$ cat config.mk
export PLATFORM = sky130hd
export DESIGN_NAME = elevator_call_panel_flat
export DESIGN_NICKNAME = d
export VERILOG_FILES = /design/src/rtl/elevator_pkg.sv /design/src/rtl/elevator_call_panel_if.sv /design/src/rtl/button_debounce.sv /design/src/rtl/elevator_call_panel.sv /design/src/flat_wrapper.sv
export SDC_FILE = /design/constraint.sdc
export NUM_CORES = 1
export LEC_CHECK = 0
export ABC_AREA = 0
export BUFFER_PORTS_ARGS = -buffer_cell sky130_fd_sc_hd__buf_4
export CORE_ASPECT_RATIO = 1.2
export CORE_MARGIN = 10
export CORE_UTILIZATION = 41
export CTS_CLUSTER_DIAMETER = 40
export DETAILED_ROUTE_END_ITERATION = 10
export PLACE_DENSITY_LB_ADDON = 0.2
export SKIP_CTS_REPAIR_TIMING = 1
export SLEW_MARGIN = 20
export SYNTH_ARGS = -nofsm -noshare
export SYNTH_HDL_FRONTEND = slang
export SYNTH_SLANG_ARGS = --single-unit
export TNS_END_PERCENT = 1
$ cat constraint.sdc
create_clock -name clk -period 3.3 [get_ports clk]
set_input_delay 0.33 -clock clk [delete_from_list [all_inputs] [get_ports clk]]
set_output_delay 0.33 -clock clk [all_outputs]
set_load 0.01 [all_outputs]
$ cat src/rtl/elevator_pkg.sv
// Shared request bit layout, floor service masks and helpers for the elevator call panel.
package elevator_pkg;

  localparam int unsigned NUM_REQ = 7;

  localparam int unsigned REQ_F1_UP   = 0;
  localparam int unsigned REQ_F2_UP   = 1;
  localparam int unsigned REQ_F2_DOWN = 2;
  localparam int unsigned REQ_F3_DOWN = 3;
  localparam int unsigned REQ_CAR_F1  = 4;
  localparam int unsigned REQ_CAR_F2  = 5;
  localparam int unsigned REQ_CAR_F3  = 6;

  localparam logic [NUM_REQ-1:0] MASK_F1 = NUM_REQ'((1 << REQ_F1_UP) | (1 << REQ_CAR_F1));
  localparam logic [NUM_REQ-1:0] MASK_F2 =
      NUM_REQ'((1 << REQ_F2_UP) | (1 << REQ_F2_DOWN) | (1 << REQ_CAR_F2));
  localparam logic [NUM_REQ-1:0] MASK_F3 = NUM_REQ'((1 << REQ_F3_DOWN) | (1 << REQ_CAR_F3));

  function automatic logic [2:0] count_ones(input logic [NUM_REQ-1:0] v);
    logic [2:0] n;
    n = 3'd0;
    for (int i = 0; i < NUM_REQ; i++) begin
      n = n + 3'(v[i]);
    end
    return n;
  endfunction

endpackage

$ cat src/rtl/elevator_call_panel_if.sv
// Button, position and request signals between the call panel and its environment.
interface elevator_call_panel_if;
  import elevator_pkg::*;

  logic               btn_f1_up;
  logic               btn_f2_up;
  logic               btn_f2_down;
  logic               btn_f3_down;
  logic               btn_car_f1;
  logic               btn_car_f2;
  logic               btn_car_f3;
  logic               floor_one;
  logic               floor_two;
  logic               floor_three;
  logic               elevator_open;
  logic [NUM_REQ-1:0] req;
  logic               any_pending;
  logic [2:0]         pending_count;
  logic               door_alarm;

  modport master (
    output btn_f1_up, btn_f2_up, btn_f2_down, btn_f3_down,
    output btn_car_f1, btn_car_f2, btn_car_f3,
    output floor_one, floor_two, floor_three, elevator_open,
    input  req, any_pending, pending_count, door_alarm
  );

  modport slave (
    input  btn_f1_up, btn_f2_up, btn_f2_down, btn_f3_down,
    input  btn_car_f1, btn_car_f2, btn_car_f3,
    input  floor_one, floor_two, floor_three, elevator_open,
    output req, any_pending, pending_count, door_alarm
  );

endinterface

$ cat src/rtl/button_debounce.sv
// Two-flop synchronizer plus stable-high counter; qualifies after DEBOUNCE_CYCLES high samples.
module button_debounce #(
    parameter int unsigned DEBOUNCE_CYCLES = 4
) (
    input  logic clk,
    input  logic rst,
    input  logic i_btn,
    output logic o_qualified
);

  // The counter saturates one short of the target; the current sample supplies the last one.
  localparam logic [3:0] CntSat = 4'(DEBOUNCE_CYCLES - 1);

  logic       r_sync1;
  logic       r_sync2;
  logic [3:0] r_cnt;
  logic [3:0] w_cnt_d;

  always_comb begin
    w_cnt_d = 4'd0;
    if (r_sync2) begin
      w_cnt_d = (r_cnt >= CntSat) ? CntSat : r_cnt + 4'd1;
    end
  end

  always_ff @(posedge clk) begin
    if (rst) begin
      r_sync1 <= 1'b0;
      r_sync2 <= 1'b0;
      r_cnt   <= 4'd0;
    end else begin
      r_sync1 <= i_btn;
      r_sync2 <= r_sync1;
      r_cnt   <= w_cnt_d;
    end
  end

  assign o_qualified = r_sync2 && (r_cnt >= CntSat);

endmodule

$ cat src/rtl/elevator_call_panel.sv
// Latched hall/car call requests with floor service clearing and a door-open alarm timer.
// Optional per-button debounce is compiled in with ELEVATOR_CALL_DEBOUNCE_EN.
module elevator_call_panel
  import elevator_pkg::*;
#(
    parameter int unsigned DOOR_TIMEOUT    = 16,
    parameter int unsigned DEBOUNCE_CYCLES = 4
) (
    input logic                 clk,
    input logic                 rst,
    elevator_call_panel_if.slave io_panel
);

  if (DOOR_TIMEOUT < 2 || DOOR_TIMEOUT > 255) begin : g_bad_timeout
    $error("DOOR_TIMEOUT out of range 2..255");
  end
  if (DEBOUNCE_CYCLES < 1 || DEBOUNCE_CYCLES > 15) begin : g_bad_debounce
    $error("DEBOUNCE_CYCLES out of range 1..15");
  end

  logic [NUM_REQ-1:0] w_raw;
  logic [NUM_REQ-1:0] w_btn_q;
  logic [NUM_REQ-1:0] w_clr;
  logic [NUM_REQ-1:0] w_req_d;
  logic               w_svc_f1;
  logic               w_svc_f2;
  logic               w_svc_f3;
  logic [7:0]         w_door_cnt_d;

  logic [NUM_REQ-1:0] r_req;
  logic               r_any_pending;
  logic [2:0]         r_pending_count;
  logic [7:0]         r_door_cnt;

  assign w_raw = {io_panel.btn_car_f3, io_panel.btn_car_f2, io_panel.btn_car_f1,
                  io_panel.btn_f3_down, io_panel.btn_f2_down, io_panel.btn_f2_up,
                  io_panel.btn_f1_up};

`ifdef ELEVATOR_CALL_DEBOUNCE_EN
  for (genvar gi = 0; gi < NUM_REQ; gi++) begin : g_db
    button_debounce #(
      .DEBOUNCE_CYCLES(DEBOUNCE_CYCLES)
    ) u_db (
      .clk        (clk),
      .rst        (rst),
      .i_btn      (w_raw[gi]),
      .o_qualified(w_btn_q[gi])
    );
  end
`else
  assign w_btn_q = w_raw;
`endif

  always_comb begin
    // Service only when exactly one floor indicator is high.
    w_svc_f1 = io_panel.elevator_open && io_panel.floor_one &&
               !io_panel.floor_two && !io_panel.floor_three;
    w_svc_f2 = io_panel.elevator_open && !io_panel.floor_one &&
               io_panel.floor_two && !io_panel.floor_three;
    w_svc_f3 = io_panel.elevator_open && !io_panel.floor_one &&
               !io_panel.floor_two && io_panel.floor_three;
    w_clr = '0;
    if (w_svc_f1) w_clr = w_clr | MASK_F1;
    if (w_svc_f2) w_clr = w_clr | MASK_F2;
    if (w_svc_f3) w_clr = w_clr | MASK_F3;
    // Clear dominates set, so a press at the servicing edge is dropped.
    w_req_d = (r_req | w_btn_q) & ~w_clr;
  end

  always_comb begin
    w_door_cnt_d = 8'd0;
    if (io_panel.elevator_open) begin
      w_door_cnt_d = (r_door_cnt == 8'(DOOR_TIMEOUT)) ? r_door_cnt : r_door_cnt + 8'd1;
    end
  end

  always_ff @(posedge clk) begin
    if (rst) begin
      r_req           <= '0;
      r_any_pending   <= 1'b0;
      r_pending_count <= 3'd0;
      r_door_cnt      <= 8'd0;
    end else begin
      r_req           <= w_req_d;
      r_any_pending   <= |w_req_d;
      r_pending_count <= count_ones(w_req_d);
      r_door_cnt      <= w_door_cnt_d;
    end
  end

  assign io_panel.req           = r_req;
  assign io_panel.any_pending   = r_any_pending;
  assign io_panel.pending_count = r_pending_count;
  assign io_panel.door_alarm    = (r_door_cnt == 8'(DOOR_TIMEOUT));

endmodule
$ cat src/flat_wrapper.sv
// flat-port wrapper written by rule: the top's interface ports become plain ports
module elevator_call_panel_flat import elevator_pkg::*;
#(
    parameter int unsigned DOOR_TIMEOUT    = 16,
    parameter int unsigned DEBOUNCE_CYCLES = 4
)
  (clk, rst, io_panel_btn_f1_up, io_panel_btn_f2_up, io_panel_btn_f2_down, io_panel_btn_f3_down, io_panel_btn_car_f1, io_panel_btn_car_f2, io_panel_btn_car_f3, io_panel_floor_one, io_panel_floor_two, io_panel_floor_three, io_panel_elevator_open, io_panel_req, io_panel_any_pending, io_panel_pending_count, io_panel_door_alarm);
  elevator_call_panel_if io_panel_i ();
  input logic clk;
  input logic rst;
  input wire logic [$bits(io_panel_i.btn_f1_up)-1:0] io_panel_btn_f1_up;
  input wire logic [$bits(io_panel_i.btn_f2_up)-1:0] io_panel_btn_f2_up;
  input wire logic [$bits(io_panel_i.btn_f2_down)-1:0] io_panel_btn_f2_down;
  input wire logic [$bits(io_panel_i.btn_f3_down)-1:0] io_panel_btn_f3_down;
  input wire logic [$bits(io_panel_i.btn_car_f1)-1:0] io_panel_btn_car_f1;
  input wire logic [$bits(io_panel_i.btn_car_f2)-1:0] io_panel_btn_car_f2;
  input wire logic [$bits(io_panel_i.btn_car_f3)-1:0] io_panel_btn_car_f3;
  input wire logic [$bits(io_panel_i.floor_one)-1:0] io_panel_floor_one;
  input wire logic [$bits(io_panel_i.floor_two)-1:0] io_panel_floor_two;
  input wire logic [$bits(io_panel_i.floor_three)-1:0] io_panel_floor_three;
  input wire logic [$bits(io_panel_i.elevator_open)-1:0] io_panel_elevator_open;
  output wire logic [$bits(io_panel_i.req)-1:0] io_panel_req;
  output wire logic [$bits(io_panel_i.any_pending)-1:0] io_panel_any_pending;
  output wire logic [$bits(io_panel_i.pending_count)-1:0] io_panel_pending_count;
  output wire logic [$bits(io_panel_i.door_alarm)-1:0] io_panel_door_alarm;
  assign io_panel_i.btn_f1_up = io_panel_btn_f1_up;
  assign io_panel_i.btn_f2_up = io_panel_btn_f2_up;
  assign io_panel_i.btn_f2_down = io_panel_btn_f2_down;
  assign io_panel_i.btn_f3_down = io_panel_btn_f3_down;
  assign io_panel_i.btn_car_f1 = io_panel_btn_car_f1;
  assign io_panel_i.btn_car_f2 = io_panel_btn_car_f2;
  assign io_panel_i.btn_car_f3 = io_panel_btn_car_f3;
  assign io_panel_i.floor_one = io_panel_floor_one;
  assign io_panel_i.floor_two = io_panel_floor_two;
  assign io_panel_i.floor_three = io_panel_floor_three;
  assign io_panel_i.elevator_open = io_panel_elevator_open;
  assign io_panel_req = io_panel_i.req;
  assign io_panel_any_pending = io_panel_i.any_pending;
  assign io_panel_pending_count = io_panel_i.pending_count;
  assign io_panel_door_alarm = io_panel_i.door_alarm;
  elevator_call_panel #(.DOOR_TIMEOUT(DOOR_TIMEOUT), .DEBOUNCE_CYCLES(DEBOUNCE_CYCLES)) u_core (.clk(clk), .rst(rst), .io_panel(io_panel_i));
endmodule
; After elaboration in Yosys (flattened, before gate mapping)
; Index checks and enable logic that the tools add are counted.
[op_classes]
n_bitwise = 4
reduce_logical = 13
n_addsub = 7
eq_ne = 1
muxes = 3
[op_table]
columns = op, count
row1 = 3-bit by 1-bit adder with 3-bit output, 5
row2 = "8-bit by 1-bit adder with 8-bit output, second input constant", 1
row3 = "8-bit by 5-bit equality test with 1-bit output, second input constant", 1
row4 = 1-bit logical AND, 8
row5 = 7-bit AND, 1
row6 = 7-bit two-way mux, 1
row7 = 7-bit NOT, 1
row8 = 7-bit bitwise OR, 1
row9 = 7-bit OR reduction, 1
row10 = 6-bit two-way mux, 1
row11 = 5-bit two-way mux, 1
row12 = 1-bit zero test, 3
row13 = 1-bit by 1-bit adder with 2-bit output, 1
row14 = 2-bit OR reduction, 1
row15 = 1-bit NOT, 1
[word_totals]
elab_cells = 32
out_inout_bits = 12
in_bits = 13
regBits = 19

; Logic depth before layout (Yosys ltp)
; Gate-level depths: netlist (run 1).
[logic_depth]
word_depth = 14
depth_mapped = 12
ltp_nobuf = 12

; Worst setup path after synthesis (run 1)
; OpenSTA, ideal clock, no wires.
[synth_path]
kind = input port to flip-flop
start = input port io_panel_floor_three
end = register u_core.r_pending_count[2] (netlist: u_core.io_panel.pending_count[2])
stages = 12
required_ns = 3.172
setup_ns = 0.128
path_buffers = 0
arrival_ns = 2.631
slack_ns = 0.542
path_cell_list = nand4bb_1 -> o21ai_0 -> ha_1 -> inv_1 -> fa_1 -> inv_1 -> fa_1 -> ha_1 -> inv_1 -> fa_1 -> xor2_1 -> nor2_1
[synth_via]
elab_chain_cells = 13
elab_cells_between_ends = 15
cone_classes = 6 x add/sub / 3 x mux / 2 x bitwise / 4 x reduce/logical
[synth_rtl]
columns = item, line_no
row1 = start: declaration, flat_wrapper.sv:20  ; input wire logic [$bits(io_panel_i.floor_three)-1:0] io_panel_floor_three;
row2 = 1-bit zero test, "elevator_call_panel.sv:57, elevator_call_panel.sv:59"
row3 = 1-bit logical AND, elevator_call_panel.sv:57  ; !io_panel.floor_two && !io_panel.floor_three;
row4 = 5-bit two-way mux, elevator_call_panel.sv:63  ; if (w_svc_f1) w_clr = w_clr | MASK_F1;
row5 = 6-bit two-way mux, elevator_call_panel.sv:64  ; if (w_svc_f2) w_clr = w_clr | MASK_F2;
row6 = 7-bit two-way mux (*), elevator_call_panel.sv:65  ; if (w_svc_f3) w_clr = w_clr | MASK_F3;
row7 = 7-bit NOT (*), elevator_call_panel.sv:67  ; w_req_d = (r_req | w_btn_q) & ~w_clr;
row8 = 7-bit AND (*), elevator_call_panel.sv:67
row9 = 1-bit by 1-bit adder with 2-bit output, elevator_pkg.sv:23  ; n = n + 3'(v[i]);
row10 = 3-bit by 1-bit adder with 3-bit output (4 in a row), elevator_pkg.sv:23
row11 = 3-bit by 1-bit adder with 3-bit output (*), elevator_pkg.sv:23
row12 = end signal: assignment, elevator_call_panel.sv:86  ; r_pending_count <= count_ones(w_req_d);
row13 = end: declaration, elevator_call_panel.sv:32  ; logic [2:0] r_pending_count;
; Mark *: on every way between the ends. The rest lies on a longest branch, timed or not.
; A chain may end at the register's enable or synchronous reset.

; Worst setup path after layout (run 1)
[layout_path]
start = register u_core.r_req[0] (netlist: u_core.io_panel.req[0])
end = register u_core.r_pending_count[2] (netlist: u_core.io_panel.pending_count[2])
[layout_via]
elab_chain_cells = 8
[layout_rtl]
columns = item, line_no
row1 = start: declaration, elevator_call_panel.sv:30  ; logic [NUM_REQ-1:0] r_req;
row2 = start signal: assignment, elevator_call_panel.sv:84  ; r_req <= w_req_d;
row3 = 7-bit bitwise OR, elevator_call_panel.sv:67
row4 = 7-bit AND, elevator_call_panel.sv:67
row5 = 1-bit by 1-bit adder with 2-bit output, elevator_pkg.sv:23
row6 = 3-bit by 1-bit adder with 3-bit output (5 in a row), elevator_pkg.sv:23
; No other way between the ends.

==> results.toml, run 1 <==
[synth]
ys_seq_area_share_pct = 40.8
ys.warnings.count = 0
synthCells = 100
syn_area_um2 = 932
syn_area_per_cell_um2 = 9.32
syn-num-nets = 122
yosys_register_bits = 19
synth_cell_types = 28

[worst_setup_path]
crit_end = "u_core.io_panel.pending_count[2]"
reg2reg_setup_slack_ns = 0.45
worstSetupEndpointType = "flop"
worstSetupStartpointType = "flop"
crit_path_max_fanout = 3
r2r_cells = 11
worstPathArrival_ns = 3.05
cp-startpoint = "u_core.io_panel.req[0]"
r2r_end = "u_core.io_panel.pending_count[2]"
worstPathRequired_ns = 3.50
crit_type = "flop to flop"
r2r_start = "u_core.io_panel.req[0]"

[timing]
setup_tns_ns = 0
worst_slack_ns = 0.449
max_slew.worst_pin.slew_ns = 0.495
clock_skew_ns = 0.00115
fin_crit_ns = 2.85
setup_viol = 0
fmax_ghz = 0.351
finalCritPeriodShare_pct = 86.4
slew_headroom_pct = 66.6
hold_violations = 0
rsz0062_at_grt = "no"
drv_slew = 0

[clock_network]
clockBufferDepth = 2
cts_tree = "yes"
cts.sinks = 19
h-tree-depth = 1
numCtsBuffers = 3
clk_latency_ns = 0.29
clockRootBuffer = "clkbuf_4"
clkTransAtPathRegs_ns = 0.11

[finish]
final_common_cell = "buf_4"
layout.nets = 150
fin_util_pct = 55.4
drive_gt1_share_pct = 24.4
diodes = 0
layout_common_cells = "24 x buf_4, 19 x dfxtp_1, 12 x nor2_1, 10 x inv_1, 7 x o21ai_0"
area_delta_synth_final_pct = 25.9

[routing]
num_vias = 756
wl_per_cell_um = 12.7
drt_iter0_markers = 4
viasPerCell = 4.82
ant_nets = 0
first_pass_iters = 2
drc_errors = 0
finalWirelength_um = 2000

[min_path]
holdPathStages = 2
hp-class = "primary input to flop"

[floorplanning]
core_region_area_um2 = 2120
std_cell_rows = 18
start_util_pct = 44.0
pin_count = 25
chipHeight_um = 72.2
dieArea_um2 = 4590
die_w_um = 63.5

[job]
max-cap-violations = 0

[placement]
pre_cts_slack_ns = 0.242
hpwl_um = 1690
gp_congestion = 0.817
io_buffers = 24

[pwr]
power_density_nw_per_um2 = 438
leakage_nw = 0.516
max-vdd-ir-drop_mv = 0.298

[global_route]
grt_pass1_wl_um = 3620
antenna_found_initial = 0
grt_pass1_vias = 828
grt.total_usage_pct = 9.57
overflow = 0
grt_max_degree = 13

[outcome]
outcome = "completed"
routing by layer:
layer  vias up  GRT usage [%]  wire length [µm]  share of wire, %
met4         0           3.65                20               1.0
met2        12           17.7              1080                54
met3         2           2.92                73               3.7
met1       343           9.89               826                41
li1        399              -                 -                 -
met5         -              0                 0                 0
synth_stat cells:
cell       count  share of area, %
a21o_1         2               1.6
a21oi_1        5               2.7
a41oi_1        1              0.94
and4bb_2       1               1.3
clkbuf_1       1              0.40
dfxtp_1       19                41
fa_1           3               6.4
ha_1           6               8.1
inv_1         10               4.0
nand2_1        2              0.81
nand2b_1       1              0.67
nand3_1        4               2.1
nand4_1        1              0.67
nand4bb_1      3               3.6
nor2_1        12               4.8
nor2b_1        3               2.0
nor3_1         4               2.1
nor3b_1        1              0.81
nor4b_1        1              0.94
o21a_1         2               1.6
o21ai_0        7               3.8
o21ai_1        1              0.54
o41ai_1        1              0.94
or3_1          3               2.0
or3b_2         1              0.94
or4b_4         1               1.5
xnor2_1        1              0.94
xor2_1         3               2.8
per-stage QoR:
step / power [mW] / hold slack (ns) / cell area, µm² / std cells
CTS: 0.524 / 0.279 / 1170 / 157
floorplan: 0.346 / 0.402 / 932 / 100
detailed placement: 0.408 / 0.502 / 1150 / 153
finish: 0.515 / 0.283 / 1170 / 157
global placement: 0.405 / 0.485 / 1150 / 153
global route: 0.559 / 0.280 / 1170 / 157
cell type report:
| type | count | area [µm²] |
|---|---|---|
| fill | 233 | 943 |
| multi-input combinational | 70 | 510 |
| sequential | 19 | 380 |
| timing repair buffer | 24 | 180 |
| inverter | 10 | 37.5 |
| tap | 30 | 37.5 |
| clock buffer | 3 | 22.5 |
| clock inverter | 1 | 5.00 |
power by group:
| part | switching, mW | total [mW] | internal [mW] | leakage (nW) |
|---|---|---|---|---|
| logic | 0.0671 | 0.138 | 0.0712 | 0.342 |
| registers | 0.00881 | 0.260 | 0.252 | 0.157 |
| clock network | 0.0709 | 0.116 | 0.0450 | 0.0177 |
kinds of logic after synthesis:
group,synth area share (%)
buffers and inverters,4.43
flip-flops,40.8
AO/OA/AOI/OAI,12.1
XOR/XNOR,3.76
adder cells (fa/ha/maj),14.5
AND/OR/NAND/NOR,24.4
worst min path at each step:
stage / startpoint / endpoint / slack [ns]
floorplan: rst / u_core.io_panel.req[6] / 0.40
global placement: u_core.r_door_cnt[7] / u_core.r_door_cnt[7] / 0.48
detailed placement: u_core.r_door_cnt[1] / u_core.r_door_cnt[1] / 0.50
CTS: rst / u_core.io_panel.pending_count[1] / 0.28
global route: rst / u_core.io_panel.pending_count[0] / 0.28
finish: rst / u_core.io_panel.pending_count[1] / 0.28
critical path, stage by stage (launching register included):
cell     delay (ns)
dfxtp_1        0.33
o21ai_0        0.40
ha_1           0.21
inv_1          0.05
fa_1           0.47
inv_1          0.05
fa_1           0.50
ha_1           0.14
inv_1          0.05
fa_1           0.36
xor2_1         0.16
nor2_1         0.05
state kept, by name, indices dropped and copies added, names as in the netlist:
name / count
u_core.io_panel.req: 7
u_core.io_panel.any_pending: 1
u_core.r_door_cnt: 8
u_core.io_panel.pending_count: 3
No activity file was read; power rests on OpenSTA's default activity.
==> run 2: changes to the inputs <==
- clock period: 3.3 -> 2.85 ns (I/O delays scaled with it)
==> run 2 against run 1 <==
Against the previous run:
- sequential share of layout area shrank 0.74 points
- critical endpoint unchanged
- largest power group unchanged
- design area is 2.7% higher
- utilization up 1.5 points
- die area unchanged
- largest cell class unchanged
==> results.toml, run 2 (synthesis gave the netlist of run 1 again) <==
[routing]
viasPerCell = 4.91
finalWirelength_um = 2090
ant_nets = 0
num_vias = 790
wl_per_cell_um = 13.0
drt_iter0_markers = 12
drc_errors = 0
first_pass_iters = 4

[timing]
fin_crit_ns = 2.67
setup_viol = 0
finalCritPeriodShare_pct = 93.8
clock_skew_ns = 0.00294
hold_violations = 0
slew_headroom_pct = 67.0
setup_tns_ns = 0
hold_ws_ns = 0.237
fmax_ghz = 0.374
rsz0062_at_grt = "no"
drv_slew = 0
max_slew.worst_pin.slew_ns = 0.488

[finish]
final_design_area_no_fill_um2 = 1200
final_common_cell = "buf_4"
seq_area_um2 = 382
layout.nets = 154
layout_common_cells = "28 x buf_4, 18 x dfxtp_1, 12 x nor2_1, 10 x inv_1"
diodes = 0
area_delta_synth_final_pct = 29.3
fill_cells = 212
multi_input_area_um2 = 510
drive_gt1_share_pct = 27.5
largest_register_ffs = 8
largest-register = "u_core.r_door_cnt"

[pwr]
power_density_nw_per_um2 = 502
leakage_nw = 0.537
max-vdd-ir-drop_mv = 0.329
power.total_uw = 605

[clock_network]
clkTransAtPathRegs_ns = 0.11
clockRootBuffer = "clkbuf_4"
h-tree-depth = 1
cts.sinks = 19
clk_latency_ns = 0.29
numCtsBuffers = 3
cts_tree = "yes"
clockBufferDepth = 2

[global_route]
grt.total_usage_pct = 9.51
grt_pass1_wl_um = 3570
overflow = 0
antenna_found_initial = 0
grt_pass1_vias = 846
grt_max_degree = 13

[floorplanning]
core_region_area_um2 = 2120
chipHeight_um = 72.2
std_cell_rows = 18
die_w_um = 63.5
pin_count = 25
start_util_pct = 44.0
dieArea_um2 = 4590

[worst_setup_path]
cp-startpoint = "u_core.io_panel.req[1]"
worstPathArrival_ns = 2.87
crit_path_max_fanout = 2
crit_type = "flop to flop"
reg2reg_setup_slack_ns = 0.18
worstSetupEndpointType = "flop"
worstPathRequired_ns = 3.05
r2r_start = "u_core.io_panel.req[1]"
worstSetupStartpointType = "flop"
r2r_end = "u_core.io_panel.pending_count[2]"
r2r_cells = 11

[placement]
gp_congestion = 0.770
dpl_cell_area_um2 = 1180
io_buffers = 24
hpwl_um = 1750

[job]
max-cap-violations = 0

[min_path]
hp-class = "primary input to flop"
holdPathStages = 2
hp-start = "rst"
holdPathEnd = "u_core.io_panel.req[1]"

[outcome]
outcome = "completed"
==> run 2: area by class of cell <==
cell class | instances | area share, %
multi-input cells | 70 | 42.4
flip-flops and latches | 19 | 31.7
repair buffers | 28 | 17.4
inverters | 10 | 3.12
well taps | 30 | 3.12
clock buffers | 3 | 1.87
clock inverters | 1 | 0.415
==> run 2: report_power, final <==
part | leakage (nW) | switching, mW | internal, mW
combinational | 0.362 | 0.0803 | 0.0890
sequential | 0.157 | 0.0100 | 0.291
clock | 0.0177 | 0.0825 | 0.0522
total | 0.537 | 0.173 | 0.433
==> run 2: how the worst max path moves through the flow <==
stage                                       end  slack, ns  cells past startpoint
6_report       u_core.io_panel.pending_count[2]       0.18                     11
5_1_grt        u_core.io_panel.pending_count[2]       0.01                     11
4_1_cts        u_core.io_panel.pending_count[2]       0.11                     11
3_5_place_dp   u_core.io_panel.pending_count[2]      -0.09                     13
3_3_place_gp   u_core.io_panel.pending_count[2]      -0.04                     13
2_1_floorplan  u_core.io_panel.pending_count[2]       0.14                     12
==> run 2: critical path, cell delays in order (launching register included) <==
cell     delay [ns]
dfxtp_2        0.34
o21ai_0        0.11
ha_1           0.30
inv_1          0.04
fa_1           0.48
inv_1          0.05
fa_1           0.50
ha_1           0.14
inv_1          0.05
fa_1           0.37
xor2_1         0.14
nor2_1         0.05
==> run 2: through the flow <==
stage	cells	setup slack (ns)	utilization [%]
after floorplan	100	0.137	-
after global placement	157	-0.0386	55.6
after detailed placement	157	-0.0852	55.6
after CTS	161	0.111	56.9
after global routing	161	0.0108	56.9
final	161	0.176	56.9
==> run 2: routing by layer <==
metal / wire length, µm / vias to the layer above / global-route usage, %
li1: - / 409 / -
met2: 1170 / 15 / 18.5
met3: 115 / 2 / 3.07
met1: 791 / 364 / 8.75
met4: 13 / 0 / 4.38
met5: 0 / - / 0
==> run 3: changes to the inputs <==
- SYNTH_HIERARCHICAL: unset -> 1
==> run 3 against run 2 <==
Against the previous run:
- combinational power shrank 20%
- clock power hardly changed
- design area is 2.5% lower
- clock-buffer cell count increased by 1
- routed wire length decreased by 1.1%
- power decreased by 6.8%
- synthesized cell count decreased by 7.0%
- utilization decreased by 0.21 points
- sequential cell count did not move
- critical path type unchanged
- highest routed layer unchanged
==> results.toml, run 3 <==
[outcome]
outcome = "completed"

[synth]
yosys-top-cells-area = "dfxtp_1 42%, fa_1 8.9%, nor2_1 5.0%"
synthCells = 93
synth_common_cells = "19 x dfxtp_1, 12 x nor2_1, 7 x o21ai_0, 6 x inv_1, 5 x a21oi_1"
synth-edff-count = 0
ys_seq_area_share_pct = 42.0
post-synth-top-area-cell = "dfxtp_1"
synth_cell_types = 30
syn_area_um2 = 905
syn_area_per_cell_um2 = 9.73
yosys_register_bits = 19
synth.top_cell.area_share_pct = 42.0
yosysMostFrequentCell = "dfxtp_1"
synthArstFlopShare_pct = 0
ys.warnings.count = 6
ys.flop_type = "dfxtp_1"
syn-num-nets = 113

[finish]
layout_common_cells = "28 x buf_4, 19 x dfxtp_1, 12 x nor2_1, 7 x o21ai_0, 6 x inv_1"
diodes = 0
fin_util_pct = 56.7
drive_gt1_share_pct = 28.2
area_delta_synth_final_pct = 29.9
final_design_area_no_fill_um2 = 1170
layout.nets = 145
largest_register_ffs = 8
largest-register = "u_core/r_door_cnt"
final_common_cell = "buf_4"

[routing]
num_vias = 754
drt_iter0_markers = 23
ant_nets = 0
viasPerCell = 4.90
finalWirelength_um = 2070
drc_errors = 0
first_pass_iters = 4
wl_per_cell_um = 13.4

[clock_network]
clkTransAtPathRegs_ns = 0.10
cts.sinks = 19
cts_tree = "yes"
clk_latency_ns = 0.29
h-tree-depth = 1
clockRootBuffer = "clkbuf_4"
numCtsBuffers = 3
clockBufferDepth = 2

[pwr]
leakage_nw = 0.500
power.total_uw = 564
power_density_nw_per_um2 = 480
p_sw_share_pct = 26.7
p_clk_share_pct = 23.3
combPwrFrac_pct = 24.0
power_frac_seq_pct = 52.7
p_int_uw = 413
power.switching_uw = 151
max-vdd-ir-drop_mv = 0.297

[floorplanning]
std_cell_rows = 18
dieArea_um2 = 4490
die_w_um = 62.9
pin_count = 25
chipHeight_um = 71.5
start_util_pct = 43.7
core_region_area_um2 = 2070

[placement]
hpwl_um = 1750
pre_cts_slack_ns = -0.0271
dpl_cell_area_um2 = 1150
gp_congestion = 0.810
io_buffers = 24

[timing]
worst_slack_ns = 0.179
max_slew.worst_pin.slew_ns = 0.369
fmax_ghz = 0.374
drv_slew = 0
slew_headroom_pct = 75.1
hold_violations = 0
rsz0062_at_grt = "no"
fin_crit_ns = 2.67
finalCritPeriodShare_pct = 93.7
setup_viol = 0
clock_skew_ns = 0.00172
hold_ws_ns = 0.234

[global_route]
grt_pass1_vias = 844
overflow = 0
grt_pass1_wl_um = 3630
grt.total_usage_pct = 9.99
grt_max_degree = 13
antenna_found_initial = 0

[worst_setup_path]
worstSetupStartpointType = "flop"
crit_type = "flop to flop"
worstPathArrival_ns = 2.86
worstPathRequired_ns = 3.04
crit_path_max_fanout = 2
worstSetupEndpointType = "flop"

[job]
max-cap-violations = 0

[min_path]
hp-class = "primary input to flop"
## run 3: final cells by class
type | instances | area, µm²
Multi-Input combinational cell | 67 | 498
Sequential cell | 19 | 380
Inverter | 6 | 22.5
Timing Repair Buffer | 28 | 210
Fill cell | 202 | 897
Clock buffer | 4 | 26.3
Tap cell | 30 | 37.5
## run 3: through the flow
stage                     cells  TNS [ns]
after floorplan              93         0
after global placement      150         0
after detailed placement    150   -0.0271
after CTS                   154         0
after global routing        154         0
final                       154         0
## run 3: routing by layer
metal  track usage [%]  share of wire (%)
met1              9.04                 38
met2              18.6                 54
met3              3.73                7.1
met4              5.72                1.3
met5                 0                  0
## run 3: power groups by stage
stage / clock (mW) / combinational, mW / sequential (mW)
2_1_floorplan: 0 / 0.0617 / 0.313
3_3_place_gp: 0 / 0.137 / 0.303
3_5_place_dp: 0 / 0.139 / 0.303
4_1_cts: 0.141 / 0.139 / 0.298
5_1_grt: 0.151 / 0.156 / 0.300
6_report: 0.132 / 0.135 / 0.297
## run 3: worst max-delay path, stage by stage, from the launching register on
cell and delay [ns]:
dfxtp_1 0.35, o21ai_0 0.15, fa_1 0.57, inv_1 0.05
fa_1 0.47, inv_1 0.05, fa_1 0.34, inv_1 0.07
fa_1 0.39, nor2b_1 0.13
## run 3: kinds of logic after synthesis
| family | after synthesis | share of synthesized area (%) |
|---|---|---|
| and+or+nand+nor | 38 | 27.0 |
| AOI/OAI and AO/OA | 19 | 12.2 |
| xor gates and xnor gates | 3 | 2.91 |
| DFF | 19 | 42.0 |
| buffers and inverters | 7 | 2.90 |
| adders and majority gates | 7 | 13.0 |
## run 3: path summary, 6_finish.rpt
path | end | startpoint | slack, ns | depth (start not counted)
setup reg to reg | u_core/io_panel.pending_count[1] | u_core/io_panel.req[0] | 0.18 | 9
hold reg to reg | u_core/r_door_cnt[7] | u_core/r_door_cnt[7] | 0.52 | 2
setup / recovery | u_core/io_panel.pending_count[1] | u_core/io_panel.req[0] | 0.18 | 9
hold / removal | u_core/io_panel.pending_count[0] | rst | 0.23 | 2
